===== src/rtl/cpu_6502_pkg.sv =====
// Shared definitions for the 6502 read-modify-write sequencer: ALU function
// codes, RMW op codes, FSM state encoding and bus/flag payload structs.
package cpu_6502_pkg;

  localparam int unsigned ADDR_W = 16;
  localparam int unsigned DATA_W = 8;
  localparam int unsigned FUNC_W = 4;
  localparam int unsigned OP_W   = 3;

  typedef enum logic [FUNC_W-1:0] {
    F_AND = 4'h0,
    F_ORA = 4'h1,
    F_EOR = 4'h2,
    F_ADC = 4'h3,
    F_SBC = 4'h4,
    F_INC = 4'h5,
    F_CMP = 4'h6,
    F_DEC = 4'h7,
    F_ASL = 4'h8,
    F_LSR = 4'h9,
    F_ROL = 4'hA,
    F_ROR = 4'hB,
    F_BIT = 4'hC,
    F_NOP = 4'hF
  } alu_func_e;

  typedef enum logic [OP_W-1:0] {
    OP_ASL = 3'd0,
    OP_LSR = 3'd1,
    OP_ROL = 3'd2,
    OP_ROR = 3'd3,
    OP_INC = 3'd4,
    OP_DEC = 3'd5
  } rmw_op_e;

  typedef enum logic [1:0] {
    S_IDLE   = 2'd0,
    S_READ   = 2'd1,
    S_MODIFY = 2'd2,
    S_WRITE  = 2'd3
  } state_e;

  typedef struct packed {
    logic [ADDR_W-1:0] addr;
    logic              rd;
    logic              wr;
    logic [DATA_W-1:0] wdata;
  } bus_req_t;

  typedef struct packed {
    alu_func_e         func;
    logic [DATA_W-1:0] left;
    logic [DATA_W-1:0] right;
    logic              c;
  } alu_req_t;

  typedef struct packed {
    logic c;
    logic z;
    logic n;
    logic we_c;
    logic we_zn;
  } flag_t;

  localparam alu_req_t ALU_IDLE = '{func: F_NOP, left: '0, right: '0, c: 1'b0};

  function automatic logic op_legal(input logic [OP_W-1:0] op);
    return op <= OP_W'(OP_DEC);
  endfunction

  function automatic alu_func_e op_func(input rmw_op_e op);
    case (op)
      OP_ASL:  return F_ASL;
      OP_LSR:  return F_LSR;
      OP_ROL:  return F_ROL;
      OP_ROR:  return F_ROR;
      OP_INC:  return F_INC;
      OP_DEC:  return F_DEC;
      default: return F_NOP;
    endcase
  endfunction

  // Shifts and rotates update carry; INC/DEC only touch Z and N.
  function automatic logic op_sets_c(input rmw_op_e op);
    return (op == OP_ASL) || (op == OP_LSR) || (op == OP_ROL) || (op == OP_ROR);
  endfunction

endpackage


===== src/rtl/cpu_6502_rmw_seq.sv =====
// Read-modify-write memory sequencer (ASL/LSR/ROL/ROR/INC/DEC) driving an
// external ALU. Define RMW_DUMMY_WRITE_EN to emit the 6502 dummy write in MODIFY.
module cpu_6502_rmw_seq
  import cpu_6502_pkg::*;
(
  input  logic              i_clk,
  input  logic              i_rstn,
  input  logic              i_start,
  input  logic [OP_W-1:0]   i_op,
  input  logic [ADDR_W-1:0] i_addr,
  input  logic              i_c,
  output logic              o_busy,
  output logic              o_done,
  output logic [ADDR_W-1:0] o_bus_addr,
  output logic              o_bus_rd,
  output logic              o_bus_wr,
  output logic [DATA_W-1:0] o_bus_wdata,
  input  logic [DATA_W-1:0] i_bus_rdata,
  input  logic              i_rdy,
  output logic [FUNC_W-1:0] o_alu_func,
  output logic [DATA_W-1:0] o_alu_left,
  output logic [DATA_W-1:0] o_alu_right,
  output logic              o_alu_c,
  input  logic [DATA_W-1:0] i_alu_q,
  input  logic              i_alu_c,
  input  logic              i_alu_z,
  input  logic              i_alu_n,
  output logic              o_flag_c,
  output logic              o_flag_z,
  output logic              o_flag_n,
  output logic              o_flag_we_c,
  output logic              o_flag_we_zn
);

  state_e            state, state_nxt;
  rmw_op_e           op_q, op_nxt;
  logic [ADDR_W-1:0] addr_q, addr_nxt;
  logic              c_q, c_nxt;
  logic [DATA_W-1:0] data_q, data_nxt;

  bus_req_t bus_q, bus_nxt;
  alu_req_t alu_q, alu_nxt;
  flag_t    flag_q, flag_nxt;
  logic     busy_q, busy_nxt;
  logic     done_q, done_nxt;

  // State and operand registers.
  always_ff @(posedge i_clk or negedge i_rstn) begin
    if (!i_rstn) begin
      state  <= S_IDLE;
      op_q   <= OP_ASL;
      addr_q <= '0;
      c_q    <= 1'b0;
      data_q <= '0;
    end else begin
      state  <= state_nxt;
      op_q   <= op_nxt;
      addr_q <= addr_nxt;
      c_q    <= c_nxt;
      data_q <= data_nxt;
    end
  end

  // Outputs are registered from the decode of the state being entered, so each
  // lands in the same cycle as its state with no path from bus/ALU inputs.
  always_ff @(posedge i_clk or negedge i_rstn) begin
    if (!i_rstn) begin
      bus_q  <= '0;
      alu_q  <= ALU_IDLE;
      flag_q <= '0;
      busy_q <= 1'b0;
      done_q <= 1'b0;
    end else begin
      bus_q  <= bus_nxt;
      alu_q  <= alu_nxt;
      flag_q <= flag_nxt;
      busy_q <= busy_nxt;
      done_q <= done_nxt;
    end
  end

  always_comb begin
    state_nxt = state;
    op_nxt    = op_q;
    addr_nxt  = addr_q;
    c_nxt     = c_q;
    data_nxt  = data_q;
    bus_nxt   = '0;
    alu_nxt   = ALU_IDLE;
    flag_nxt  = '0;
    busy_nxt  = 1'b0;
    done_nxt  = 1'b0;

    case (state)
      S_IDLE: begin
        if (i_start && op_legal(i_op)) begin
          state_nxt = S_READ;
          op_nxt    = rmw_op_e'(i_op);
          addr_nxt  = i_addr;
          c_nxt     = i_c;
        end
      end
      S_READ: begin
        if (i_rdy) begin
          state_nxt = S_MODIFY;
          data_nxt  = i_bus_rdata;
        end
      end
      S_MODIFY: state_nxt = S_WRITE;
      S_WRITE:  state_nxt = S_IDLE;
      default:  state_nxt = S_IDLE;
    endcase

    case (state_nxt)
      S_READ: begin
        busy_nxt     = 1'b1;
        bus_nxt.rd   = 1'b1;
        bus_nxt.addr = addr_nxt;
      end
      S_MODIFY: begin
        busy_nxt      = 1'b1;
        alu_nxt.func  = op_func(op_nxt);
        alu_nxt.left  = data_nxt;
        alu_nxt.right = '0;
        alu_nxt.c     = c_nxt;
`ifdef RMW_DUMMY_WRITE_EN
        bus_nxt.wr    = 1'b1;
        bus_nxt.addr  = addr_nxt;
        bus_nxt.wdata = data_nxt;
`endif
      end
      S_WRITE: begin
        busy_nxt       = 1'b1;
        done_nxt       = 1'b1;
        bus_nxt.wr     = 1'b1;
        bus_nxt.addr   = addr_nxt;
        bus_nxt.wdata  = i_alu_q;
        flag_nxt.c     = i_alu_c;
        flag_nxt.z     = i_alu_z;
        flag_nxt.n     = i_alu_n;
        flag_nxt.we_zn = 1'b1;
        flag_nxt.we_c  = op_sets_c(op_nxt);
      end
      default: ;
    endcase
  end

  assign o_busy       = busy_q;
  assign o_done       = done_q;
  assign o_bus_addr   = bus_q.addr;
  assign o_bus_rd     = bus_q.rd;
  assign o_bus_wr     = bus_q.wr;
  assign o_bus_wdata  = bus_q.wdata;
  assign o_alu_func   = alu_q.func;
  assign o_alu_left   = alu_q.left;
  assign o_alu_right  = alu_q.right;
  assign o_alu_c      = alu_q.c;
  assign o_flag_c     = flag_q.c;
  assign o_flag_z     = flag_q.z;
  assign o_flag_n     = flag_q.n;
  assign o_flag_we_c  = flag_q.we_c;
  assign o_flag_we_zn = flag_q.we_zn;

endmodule


===== config.mk =====
export PLATFORM = sky130hd
export DESIGN_NAME = cpu_6502_rmw_seq
export DESIGN_NICKNAME = d
export VERILOG_FILES = /design/src/rtl/cpu_6502_pkg.sv /design/src/rtl/cpu_6502_rmw_seq.sv
export SDC_FILE = /design/constraint.sdc
export NUM_CORES = 1
export LEC_CHECK = 0
export BUFFER_PORTS_ARGS = -buffer_cell sky130_fd_sc_hd__buf_2
export CORE_ASPECT_RATIO = 2
export CORE_UTILIZATION = 47
export CTS_CLUSTER_DIAMETER = 80
export DETAILED_ROUTE_END_ITERATION = 12
export GPL_TIMING_DRIVEN = 0
export MAX_ROUTING_LAYER = met4
export PLACE_DENSITY_LB_ADDON = 0.25
export SLEW_MARGIN = 5
export SYNTH_ARGS = -nofsm -noshare
export SYNTH_HDL_FRONTEND = slang
export SYNTH_SLANG_ARGS = --single-unit

===== constraint.sdc =====
create_clock -name i_clk -period 2.9 [get_ports i_clk]
set_clock_uncertainty 0.2 [all_clocks]
set_input_delay 0.29 -clock i_clk [delete_from_list [all_inputs] [get_ports i_clk]]
set_output_delay 0.29 -clock i_clk [all_outputs]
set_load 0.01 [all_outputs]

### Word-level counts from Yosys, hierarchy flattened

Cells that the tools add are included.

* order comparisons: 1
* eq/ne operators: 11
* multiplexer cells: 19
* reductions and logical operators: 8

Operators with widths (number)
* 16-bit two-way mux: 3
* 4-bit one-hot mux with 6 select lines: 1
* 21-bit two-way mux: 1
* 8-bit two-way mux: 2
* 9-bit two-way mux: 1
* 2-bit == test (second input constant): 4
* 2-bit one-hot mux with 4 select lines: 1
* 3-bit by 2-bit == test with 1-bit output (second input constant): 2
* 3-bit == test (second input constant): 2
* 3-bit two-way mux: 2
* 1-bit two-way mux: 5
* 5-bit two-way mux: 1
* 2-bit by 1-bit == test with 1-bit output (second input constant): 2
* 2-bit two-way mux: 2
* 3-bit by 1-bit == test with 1-bit output (second input constant): 1
* 3-bit less-or-equal comparator (second input constant): 1
* 3-bit logical NOT: 1
* 1-bit logical OR: 3
* 3-bit OR reduction: 1
* 2-bit logical NOT: 1
* 2-bit OR reduction: 1
* 1-bit logical AND: 1

* flip-flop bits (word level): 84
* input port bits: 43
* output and inout port bits: 54
* word-level logic and storage cells: 59

### Longest topological paths before layout

Gate-level depths: netlist (run 1).

* depth after elaboration: 9
* gate-level depth with buffers: 6
* mapped depth without buffers: 5

### Least setup slack after synthesis (run 1)

OpenSTA, ideal clock, no wires.

* path type: register to register
* start: register state[1]
* end: register bus_q (netlist bit o_bus_addr[8])
* setup time: 0.117 ns
* arrival: 1.691 ns
* required time: 2.583 ns
* path slack: 0.892 ns
* cell stages (with the launch flop): 7
* buffers on the path: 2
* period minus slack after synthesis: 2.008 ns
* cells stage by stage: dfrtp_1 > or3b_4 > a21o_1 > buf_6 > buf_12 > mux2_4 > and2_4

RTL lines
* start, declared: line cpu_6502_rmw_seq.sv:35 `state_e state, state_nxt;`
* start signal, assigned: line cpu_6502_rmw_seq.sv:56 `state <= state_nxt;`
* end signal, assigned: line cpu_6502_rmw_seq.sv:74 `bus_q <= bus_nxt;`
* end, declared: line cpu_6502_rmw_seq.sv:41 `bus_req_t bus_q, bus_nxt;`

==> results.py, run 1 <==
metrics = {
    "power": {
        "internal_power_mw": 2.08,
        "powerDensity_nw_per_um2": 851,
        "p_sw_mw": 0.851,
        "sequentialPowerShare_pct": 46.3,
        "power_frac_comb_pct": 33.0,
        "p_total_mw": 2.93,
        "swShare_pct": 29.0,
        "peakVddDrop_uv": 633,
        "leakagePower_nw": 1.84,
        "p_clk_share_pct": 20.7,
    },
    "routing": {
        "num_vias": 1594,
        "drtAntennaViolNets": 0,
        "drc": 0,
        "initialDrtViolationCount": 14,
        "routed_wl_mm": 4.49,
        "first_pass_iters": 4,
        "routed_via_density": 4.34,
        "wl_per_cell_um": 12.2,
    },
    "synth": {
        "synthArstFlopShare_pct": 100,
        "yosysTopAreaCell": "dfrtp_1",
        "synth_edf_count": 0,
        "seq_area_frac_synth_pct": 69.4,
        "synth_xor_xnor_area_share_pct": 0,
        "yosys.area_share.simple_pct": 13.0,
        "ys_ff_latch": 66,
        "synthAdderAreaFrac_pct": 0,
        "yosysWarnings": 0,
        "synth_top_family_by_area": "simple AND/OR/NAND/NOR gates",
        "yosysTopAreaCellShare_pct": 65.0,
        "yosys-mux-area-fraction_pct": 9.86,
        "yosysMostFrequentCell": "dfrtp_1",
        "ys_types": 27,
        "synth_top_flop_cell": "dfrtp_1",
        "synth_compound_gate_area_share_pct": 1.99,
        "synthCells": 162,
        "synth_common_cells": "62 x dfrtp_1, 36 x and2_1, 10 x buf_4, 9 x mux2_4, 8 x mux2_2",
        "netlist_area_um2": 2390,
        "syn_area_per_cell_um2": 14.7,
        "ys_top_cells_by_area": "dfrtp_1 65%, and2_1 9.4%, mux2_4 5.7%",
    },
    "clock_network": {
        "root_buffer": "clkbuf_8",
        "clk_latency_ps": 330,
        "post_cts_buffers": 0,
        "clk_pin_slew_worst_paths_ps": 60,
        "cts.path.max_buffers": 2,
        "htreeDepth": 3,
        "cts_made_buffers": 9,
        "cts_tree": "done",
        "cts.sinks": 66,
    },
    "setup_path": {
        "cp_num_buf_inv": 2,
        "rrSetupSlack_ps": 800,
        "crit_path_start_kind": "flip-flop",
        "crit_start": "state[1]",
        "crit_path_end_kind": "flip-flop",
        "worstPathArrival_ps": 2120,
        "slowest_delay_ps": 430,
        "crit_fanout": 10,
        "crit_slowest_cell": "dfrtp_1",
        "cp_top_family": "simple AND/OR/NAND/NOR gates",
        "rr_worst_depth": 6,
        "path_class": "flip-flop to flip-flop",
        "cp-endpoint": "o_bus_addr[10]",
        "rr_startpoint": "state[1]",
        "r2r-end": "o_bus_addr[10]",
        "worstSetupPathDepth": 6,
        "critical_path_required_ps": 2920,
        "cp_cell_sequence": "or3b_4 -> a21o_1 -> buf_6 -> buf_12 -> mux2_4 -> and2_1",
    },
    "global_routing": {
        "grtUsageTotal_pct": 19.4,
        "gr-total-overflow": 0,
        "grt_pass1_vias": 1608,
        "grt_start_max_net_pins": 67,
        "antenna_found_initial": 0,
        "grt_pass1_wl_mm": 7.05,
    },
    "sta": {
        "rsz0062_at_grt": "no",
        "tightest_slew_ps": 791,
        "max_freq_ghz": 0.476,
        "hold_viol_final": 0,
        "max-slew-margin-rel_pct": 47.3,
        "holdWs_ps": 31.3,
        "slew_viol_final": 0,
        "tns_ps": 0,
        "period_share_pct": 72.4,
        "setup_violations": 0,
        "fin_crit_ps": 2100,
    },
    "placement": {
        "dp.cells": 314,
        "gp_congestion": 0.716,
        "port_buffers": 88,
        "dpl.hpwl_mm": 2.94,
    },
    "floorplan": {
        "start_util_pct": 49.0,
        "fp.dieH_um": 103,
        "core-area_um2": 4860,
        "rows": 36,
        "die_area_um2": 5380,
        "num_io_pins": 97,
        "die_x_um": 52.4,
    },
    "layout": {
        "syn_to_final_growth_pct": 44.5,
        "drive_gt1_share_pct": 43.2,
        "register_area_um2": 1660,
        "fin_cells": 367,
        "antenna_cells": 0,
        "multi_input_area_um2": 623,
        "fill_cells": 353,
        "nNetsFinal": 348,
    },
    "outcome": {
        "status": "finished clean",
    },
    "hold_path": {
        "holdCritPathClass": "primary input to flip-flop",
    },
    "run": {
        "cap_viol_max_count": 0,
    },
}
==> per-stage QoR <==
stage          utilization, %  setup WS (ps)  area, um^2
4_1_cts                  70.9            791        3450
3_5_place_dp             60.2            802        2930
6_report                 70.9            800        3450
3_3_place_gp             60.1            812        2920
5_1_grt                  70.9            730        3450
2_1_floorplan               -            892        2410
==> cell families after synthesis <==
logic type | after synthesis
buffers and inverters | 19
other | 1
muxes | 18
and+or+nand+nor | 51
AOI/OAI and AO/OA | 7
DFF | 66
==> power by group through the flow <==
stage          clock (mW)  combinational (mW)  sequential, mW
5_1_grt             0.665                1.08            1.39
3_5_place_dp            0               0.942            1.37
2_1_floorplan           0               0.523            1.45
4_1_cts             0.636               0.985            1.36
3_3_place_gp            0               0.917            1.36
6_report            0.607               0.968            1.36
==> per-layer routing <==
metal	track usage, %	vias up	wire [um]
met4	9.72	0	100
met1	20.6	742	1730
li1	-	780	-
met3	6.34	8	254
met5	-	-	0
met2	31.5	64	2410
==> worst min-delay path, cell delays in order <==
cell and delay [ps]:
buf_2 80, mux2i_1 90, inv_1 60
==> how the worst min path moves through the flow <==
stage | start | end | slack, ps | cells after the start
3_3_place_gp | addr_q[0] | addr_q[0] | 270 | 1
6_report | i_op[0] | op_q[0] | 30 | 3
4_1_cts | i_op[0] | op_q[0] | 10 | 3
3_5_place_dp | i_rstn | o_bus_addr[3] | 230 | 1
5_1_grt | i_op[0] | op_q[0] | 40 | 3
2_1_floorplan | i_rstn | addr_q[0] | -210 | 0
==> registers in the layout, summed over array words and instances, names as in the netlist <==
register	count
addr_q	16
c_q	1
o_alu_c	1
o_alu_func	4
o_alu_left	8
o_bus_addr	16
o_bus_rd	1
o_bus_wdata	8
o_bus_wr	1
o_busy	1
o_flag_c	1
o_flag_n	1
o_flag_we_c	1
o_flag_z	1
op_q	3
state	2
==> cell usage in the layout (no fill, tap or decap), types with 2 or more instances in the layout <==
cell,count
and2_1,36
buf_2,87
buf_4,11
clkbuf_1,10
clkbuf_8,9
conb_1,8
dfrtp_1,62
dfstp_2,4
dlygate4sd3_1,37
inv_1,3
mux2_2,8
mux2_4,9
nand2_1,3
nand2b_1,2
nor2_1,4
o21ai_0,2
==> cell type report <==
class,count,area share (%)
Buffer,16,3.52
Clock buffer,15,4.25
Clock inverter,1,0.145
Inverter,3,0.327
Multi-Input combinational cell,84,18.1
Sequential cell,66,48.0
Tap cell,57,2.07
Timing Repair Buffer,125,23.6
==> repair_timing <==
action                                 4_1_cts  5_1_grt
gates resized for setup                      0        0
endpoints found under the hold margin       98        0
hold buffers                                37        0
Power figures use the tool's default switching activity.
==> run 2: changes to the inputs <==
Settings changed: CORE_UTILIZATION 47 to 42.
Clock period 2.9 ns to 1.8 ns, I/O delays scaled along.
==> run 2 against run 1 <==
The flow now finishes with violations (negative setup slack); sequential power rose by 60%; first-iteration DRC count rose by 140%; non-clock buffer count rose by 10; largest power group unchanged; routed wire length rose by 4.7%; worst hold slack got worse by 7.8 ps; core utilization fell by 3.7 points; global-route usage fell by 2.1 points; register-to-register slack got worse by 970 ps; sequential share of layout area fell by 2.9 points; die area rose by 12%; via count rose by 5.5%; clock power rose by 100%.
==> results.py, run 2 (same netlist as run 1, synthesis figures left out) <==
metrics = {
    "outcome": {
        "status": "finished, violations left",
        "violations": "negative setup slack",
    },
    "setup_path": {
        "crit_path_end_kind": "flip-flop",
        "cp_top_family": "simple AND/OR/NAND/NOR gates",
        "critical_path_required_ps": 1840,
        "cp_num_buf_inv": 2,
        "slowest_delay_ps": 390,
        "cp_cell_sequence": "or3b_4 -> a21o_1 -> buf_6 -> buf_16 -> mux2_4 -> and2_4",
        "worstPathArrival_ps": 2010,
        "path_class": "flip-flop to flip-flop",
        "crit_slowest_cell": "or3b_4",
        "crit_fanout": 5,
        "crit_path_start_kind": "flip-flop",
    },
    "power": {
        "internal_power_mw": 3.79,
        "swShare_pct": 27.9,
        "powerDensity_nw_per_um2": 1430,
        "p_total_mw": 5.25,
        "leakagePower_nw": 1.95,
        "sequentialPowerShare_pct": 41.3,
        "p_clk_share_pct": 23.4,
        "p_sw_mw": 1.47,
        "peakVddDrop_uv": 1070,
        "power_frac_comb_pct": 35.3,
    },
    "routing": {
        "num_vias": 1682,
        "first_pass_iters": 3,
        "routed_wl_mm": 4.70,
        "drc": 0,
        "drtAntennaViolNets": 0,
        "initialDrtViolationCount": 34,
        "wl_per_cell_um": 12.4,
        "routed_via_density": 4.43,
    },
    "layout": {
        "final_util_pct": 67.1,
        "nNetsFinal": 358,
        "syn_to_final_growth_pct": 53.9,
        "antenna_cells": 0,
        "fin_cells": 380,
        "drive_gt1_share_pct": 49.1,
        "fill_cells": 419,
        "final_common_cell": "buf_2",
        "final_cell_mix": "87 x buf_2, 62 x dfrtp_1, 40 x dlygate4sd3_1",
    },
    "global_routing": {
        "gr-total-overflow": 0,
        "grt_pass1_vias": 1746,
        "antenna_found_initial": 0,
        "grt_start_max_net_pins": 67,
        "grt_pass1_wl_mm": 7.42,
        "grtUsageTotal_pct": 17.4,
    },
    "clock_network": {
        "cts_tree": "done",
        "cts.sinks": 66,
        "root_buffer": "clkbuf_8",
        "cts.path.max_buffers": 2,
        "cts_made_buffers": 9,
        "htreeDepth": 3,
        "clk_latency_ps": 340,
        "clk_pin_slew_worst_paths_ps": 60,
    },
    "floorplan": {
        "die_x_um": 55.3,
        "start_util_pct": 43.6,
        "fp.dieH_um": 109,
        "num_io_pins": 97,
        "rows": 38,
        "die_area_um2": 6000,
        "core-area_um2": 5470,
    },
    "sta": {
        "hold_viol_final": 0,
        "fin_ws_ps": -169,
        "max-slew-margin-rel_pct": 47.3,
        "holdWs_ps": 23.6,
        "max_freq_ghz": 0.508,
        "slew_viol_final": 0,
        "fin_crit_ps": 1970,
        "rsz0062_at_grt": "yes",
        "setup_violations": 29,
        "period_share_pct": 109,
        "tightest_slew_ps": 791,
    },
    "placement": {
        "placement.setup.worst_slack_ps": -302,
        "dpl.hpwl_mm": 2.85,
        "gp_congestion": 0.765,
        "port_buffers": 88,
        "dp.cells": 317,
    },
    "run": {
        "cap_viol_max_count": 0,
    },
    "hold_path": {
        "holdCritPathClass": "primary input to flip-flop",
    },
}
run 2: cell count changes in the layout (fill, tap and decap cells not counted), sizes merged:
cell,change
dlygate4sd3,+3
buf,+7
bufinv,+1
clkbuf,-1
run 2: power groups by stage:
stage	clock network [mW]	logic, mW	registers [mW]
floorplan	0	0.843	2.34
global placement	0	1.48	2.20
detailed placement	0	1.50	2.21
CTS	1.27	1.75	2.17
global route	1.33	2.03	2.23
finish	1.23	1.86	2.17
run 2: area by class of cell:
cell class              count  area [um^2]  share of cell area [%]
flip-flops and latches     66         1660                    45.1
repair buffers            135          936                    25.5
multi-input cells          84          672                    18.3
clock buffers              14          163                    4.43
plain buffers              16          123                    3.34
well taps                  60         75.1                    2.04
clock inverters             2         35.0                   0.954
inverters                   3         11.3                   0.307
run 2: worst paths after layout:
path,from,end,slack (ps),depth (start not counted)
min in group asynchronous,i_rstn,o_bus_addr[3],270,2
max in group asynchronous,i_rstn,o_alu_left[4],620,2
min,i_op[2],o_alu_func[2],20,3
min reg2reg,addr_q[2],addr_q[2],290,1
max,state[1],o_bus_addr[14],-170,6
max reg2reg,state[1],o_bus_addr[14],-170,6
run 2: per-stage QoR:
stage / area [um^2] / TNS [ps]
after global routing: 3670 / -3900
after CTS: 3610 / -2880
after floorplan: 2410 / -2800
after detailed placement: 2930 / -5390
after global placement: 2930 / -5280
final: 3670 / -3110
run 2: tightest hold or removal path: cells and delay by family:
kind                   cells  cell delay, ps
AOI/OAI and AO/OA          1             140
buffers and inverters      1             130
and+or+nand+nor            1              80
run 2: timing repair:
action                                 CTS  global route
setup endpoints to repair               29            38
gates resized for setup                  6            13
buffers inserted                         4             2
gates cloned                             1             0
hold buffers                            40             0
endpoints found under the hold margin  120             0
pin swaps                                1             1
run 2: metal layers:
| metal | up-vias | global-route usage [%] | share of wire (%) |
|---|---|---|---|
| met3 | 14 | 5.38 | 5.7 |
| met2 | 65 | 28.7 | 53 |
| met4 | 0 | 12.0 | 2.8 |
| li1 | 801 | - | - |
| met1 | 802 | 17.3 | 38 |
| met5 | - | - | 0 |
==> run 3: changes to the inputs <==
Settings changed: ABC_AREA set to 1, CORE_UTILIZATION 42 to 43.
==> run 3 against run 2 <==
Largest cell class unchanged; the run now ends clean; synthesized cell count is 50% higher; routed wire length grew 11%; highest routed layer unchanged; via count up 16%.
==> results.py, run 3 <==
metrics = {
    "global_routing": {
        "gr-total-overflow": 0,
        "grt_pass1_vias": 1930,
        "grt_start_max_net_pins": 67,
        "grt_pass1_wl_mm": 8.27,
        "grtUsageTotal_pct": 19.0,
        "antenna_found_initial": 0,
    },
    "synth": {
        "netlist_area_um2": 2510,
        "synthArstFlopShare_pct": 100,
        "ys_ff_latch": 66,
        "synth_edf_count": 0,
        "ys_top_cells_by_area": "dfrtp_1 62%, inv_1 9.3%, nor2_1 5.8%",
        "syn_area_per_cell_um2": 10.3,
        "ys_types": 19,
        "synthCells": 243,
        "synth_common_cells": "62 x dfrtp_1, 62 x inv_1, 39 x nor2_1, 27 x nand2_1",
        "yosysTopAreaCell": "dfrtp_1",
        "seq_area_frac_synth_pct": 66.0,
        "synth_top_flop_cell": "dfrtp_1",
        "yosysWarnings": 0,
        "yosysTopAreaCellShare_pct": 61.8,
    },
    "power": {
        "powerDensity_nw_per_um2": 1510,
        "peakVddDrop_uv": 1250,
        "leakagePower_nw": 2.16,
        "p_clk_share_pct": 29.5,
        "p_sw_mw": 1.78,
        "power_frac_comb_pct": 31.8,
        "swShare_pct": 31.5,
        "internal_power_mw": 3.88,
        "sequentialPowerShare_pct": 38.7,
    },
    "run": {
        "cap_viol_max_count": 0,
    },
    "setup_path": {
        "cp_num_buf_inv": 4,
        "crit_path_end_kind": "flip-flop",
        "path_class": "primary input to flip-flop",
        "crit_fanout": 10,
        "crit_slowest_cell": "dlygate4sd3_1",
        "crit_path_start_kind": "primary input",
        "crit_start": "i_op[1]",
        "slowest_delay_ps": 530,
        "cp_common_cell": "nand2_1",
        "cp_top_family": "buffers and inverters",
        "worstPathArrival_ps": 1630,
        "critical_path_required_ps": 1800,
        "rr_startpoint": "state[0]",
        "cp_cell_sequence": "dlygate4sd3_1 -> buf_2 -> nand2_1 -> nand2_1 -> inv_1 -> o21ai_4 -> buf_6 -> nand3_1",
    },
    "clock_network": {
        "htreeDepth": 3,
        "cts_tree": "done",
        "cts.sinks": 66,
        "post_cts_buffers": 0,
        "cts.path.max_buffers": 2,
        "cts_made_buffers": 9,
        "cts-resized-gates": 0,
        "root_buffer": "clkbuf_16",
        "cts_hold_buffers": 41,
        "clk_latency_ps": 330,
        "clk_pin_slew_worst_paths_ps": 50,
    },
    "hold_path": {
        "min_from": "i_op[2]",
        "holdCritPathClass": "primary input to flip-flop",
    },
    "sta": {
        "rsz0062_at_grt": "no",
        "tns_ps": 0,
        "tightest_slew_ps": 795,
        "period_share_pct": 90.1,
        "hold_viol_final": 0,
        "slew_viol_final": 0,
        "setup_violations": 0,
        "fin_crit_ps": 1620,
        "max-slew-margin-rel_pct": 47.0,
        "max_freq_ghz": 0.617,
    },
    "placement": {
        "post_dp_cell_area_um2": 3060,
        "dpl.hpwl_mm": 3.37,
        "port_buffers": 88,
        "gp_congestion": 0.823,
    },
    "routing": {
        "first_pass_iters": 3,
        "initialDrtViolationCount": 57,
        "routed_wl_mm": 5.23,
        "num_vias": 1952,
        "drtAntennaViolNets": 0,
        "wl_per_cell_um": 11.5,
        "drc": 0,
        "routed_via_density": 4.29,
    },
    "layout": {
        "final_cell_mix": "90 x buf_2, 62 x inv_1, 62 x dfrtp_1",
        "design_area_um2": 3750,
        "final_common_cell": "buf_2",
        "drive_gt1_share_pct": 34.8,
        "nNetsFinal": 433,
        "fill_cells": 469,
        "antenna_cells": 0,
        "syn_to_final_growth_pct": 49.5,
    },
    "floorplan": {
        "rows": 39,
        "die_x_um": 56.0,
        "num_io_pins": 97,
        "start_util_pct": 44.4,
        "die_area_um2": 6170,
        "fp.dieH_um": 110,
        "core-area_um2": 5660,
    },
    "outcome": {
        "status": "finished clean",
    },
}
==> run 3: cell count changes after synthesis, sizes merged, moves of 5 or more <==
cell | before | now
inv | 3 | 62
buf | 12 | 18
nand4 | 0 | 5
nor2 | 4 | 40
mux2 | 17 | 0
nand2 | 3 | 27
o21ai | 2 | 19
and2 | 37 | 0
==> run 3: worst register-to-register path, delay by kind of cell, from the launching register on <==
family	cells	cell delay, ps
buffers and inverters	3	410
DFF	1	370
AOI/OAI and AO/OA	1	310
and+or+nand+nor	2	200
==> run 3: power groups by stage <==
stage	clock (mW)	sequential [mW]	combinational, mW
floorplan	0	2.38	0.963
global placement	0	2.19	1.71
detailed placement	0	2.22	1.75
CTS	1.71	2.20	1.83
global route	1.78	2.24	2.04
finish	1.67	2.19	1.80
==> run 3: kinds of logic after synthesis <==
family,share of synthesized area (%)
compound gates,5.93
buf+inv,15.1
flops,66.0
other cells,0.149
simple gates,12.9
==> run 3: cell type report <==
class | count | area (um^2) | share of cell area, %
flip-flops and latches | 66 | 1660 | 44.1
clock buffers | 12 | 246 | 6.57
clock inverters | 3 | 40.0 | 1.07
well taps | 61 | 76.3 | 2.03
plain buffers | 18 | 146 | 3.90
inverters | 62 | 233 | 6.20
multi-input cells | 104 | 502 | 13.4
repair buffers | 129 | 853 | 22.7
==> run 3: per-layer routing <==
layer / up-vias / global-route usage [%] / routed length, um
li1: 974 / - / -
met1: 913 / 18.3 / 1910
met2: 59 / 32.5 / 2980
met3: 6 / 6.65 / 250
met4: 0 / 11.1 / 95
met5: - / - / 0
==> run 3: path summary, 6_finish.rpt <==
path                                       to  slack, ps  cells past startpoint
min in group asynchronous       o_bus_addr[1]        290                      2
worst max register to register         o_busy        190                      6
max in group asynchronous       o_bus_addr[7]        590                      2
worst max-delay path                   o_busy        180                      8
worst min-delay path                  op_q[2]         60                      3
worst min register to register        op_q[0]        300                      2
==> run 3: per-stage QoR <==
stage	total power [mW]	hold WS [ps]	worst slack, ps	utilization (%)	instances
3_3_place_gp	3.90	189	142	54.0	399
3_5_place_dp	3.97	125	163	54.0	399
2_1_floorplan	3.34	-316	360	-	250
6_report	5.67	55.5	179	66.3	455
5_1_grt	6.05	67.4	91.8	66.3	455
4_1_cts	5.74	20.9	149	66.3	455
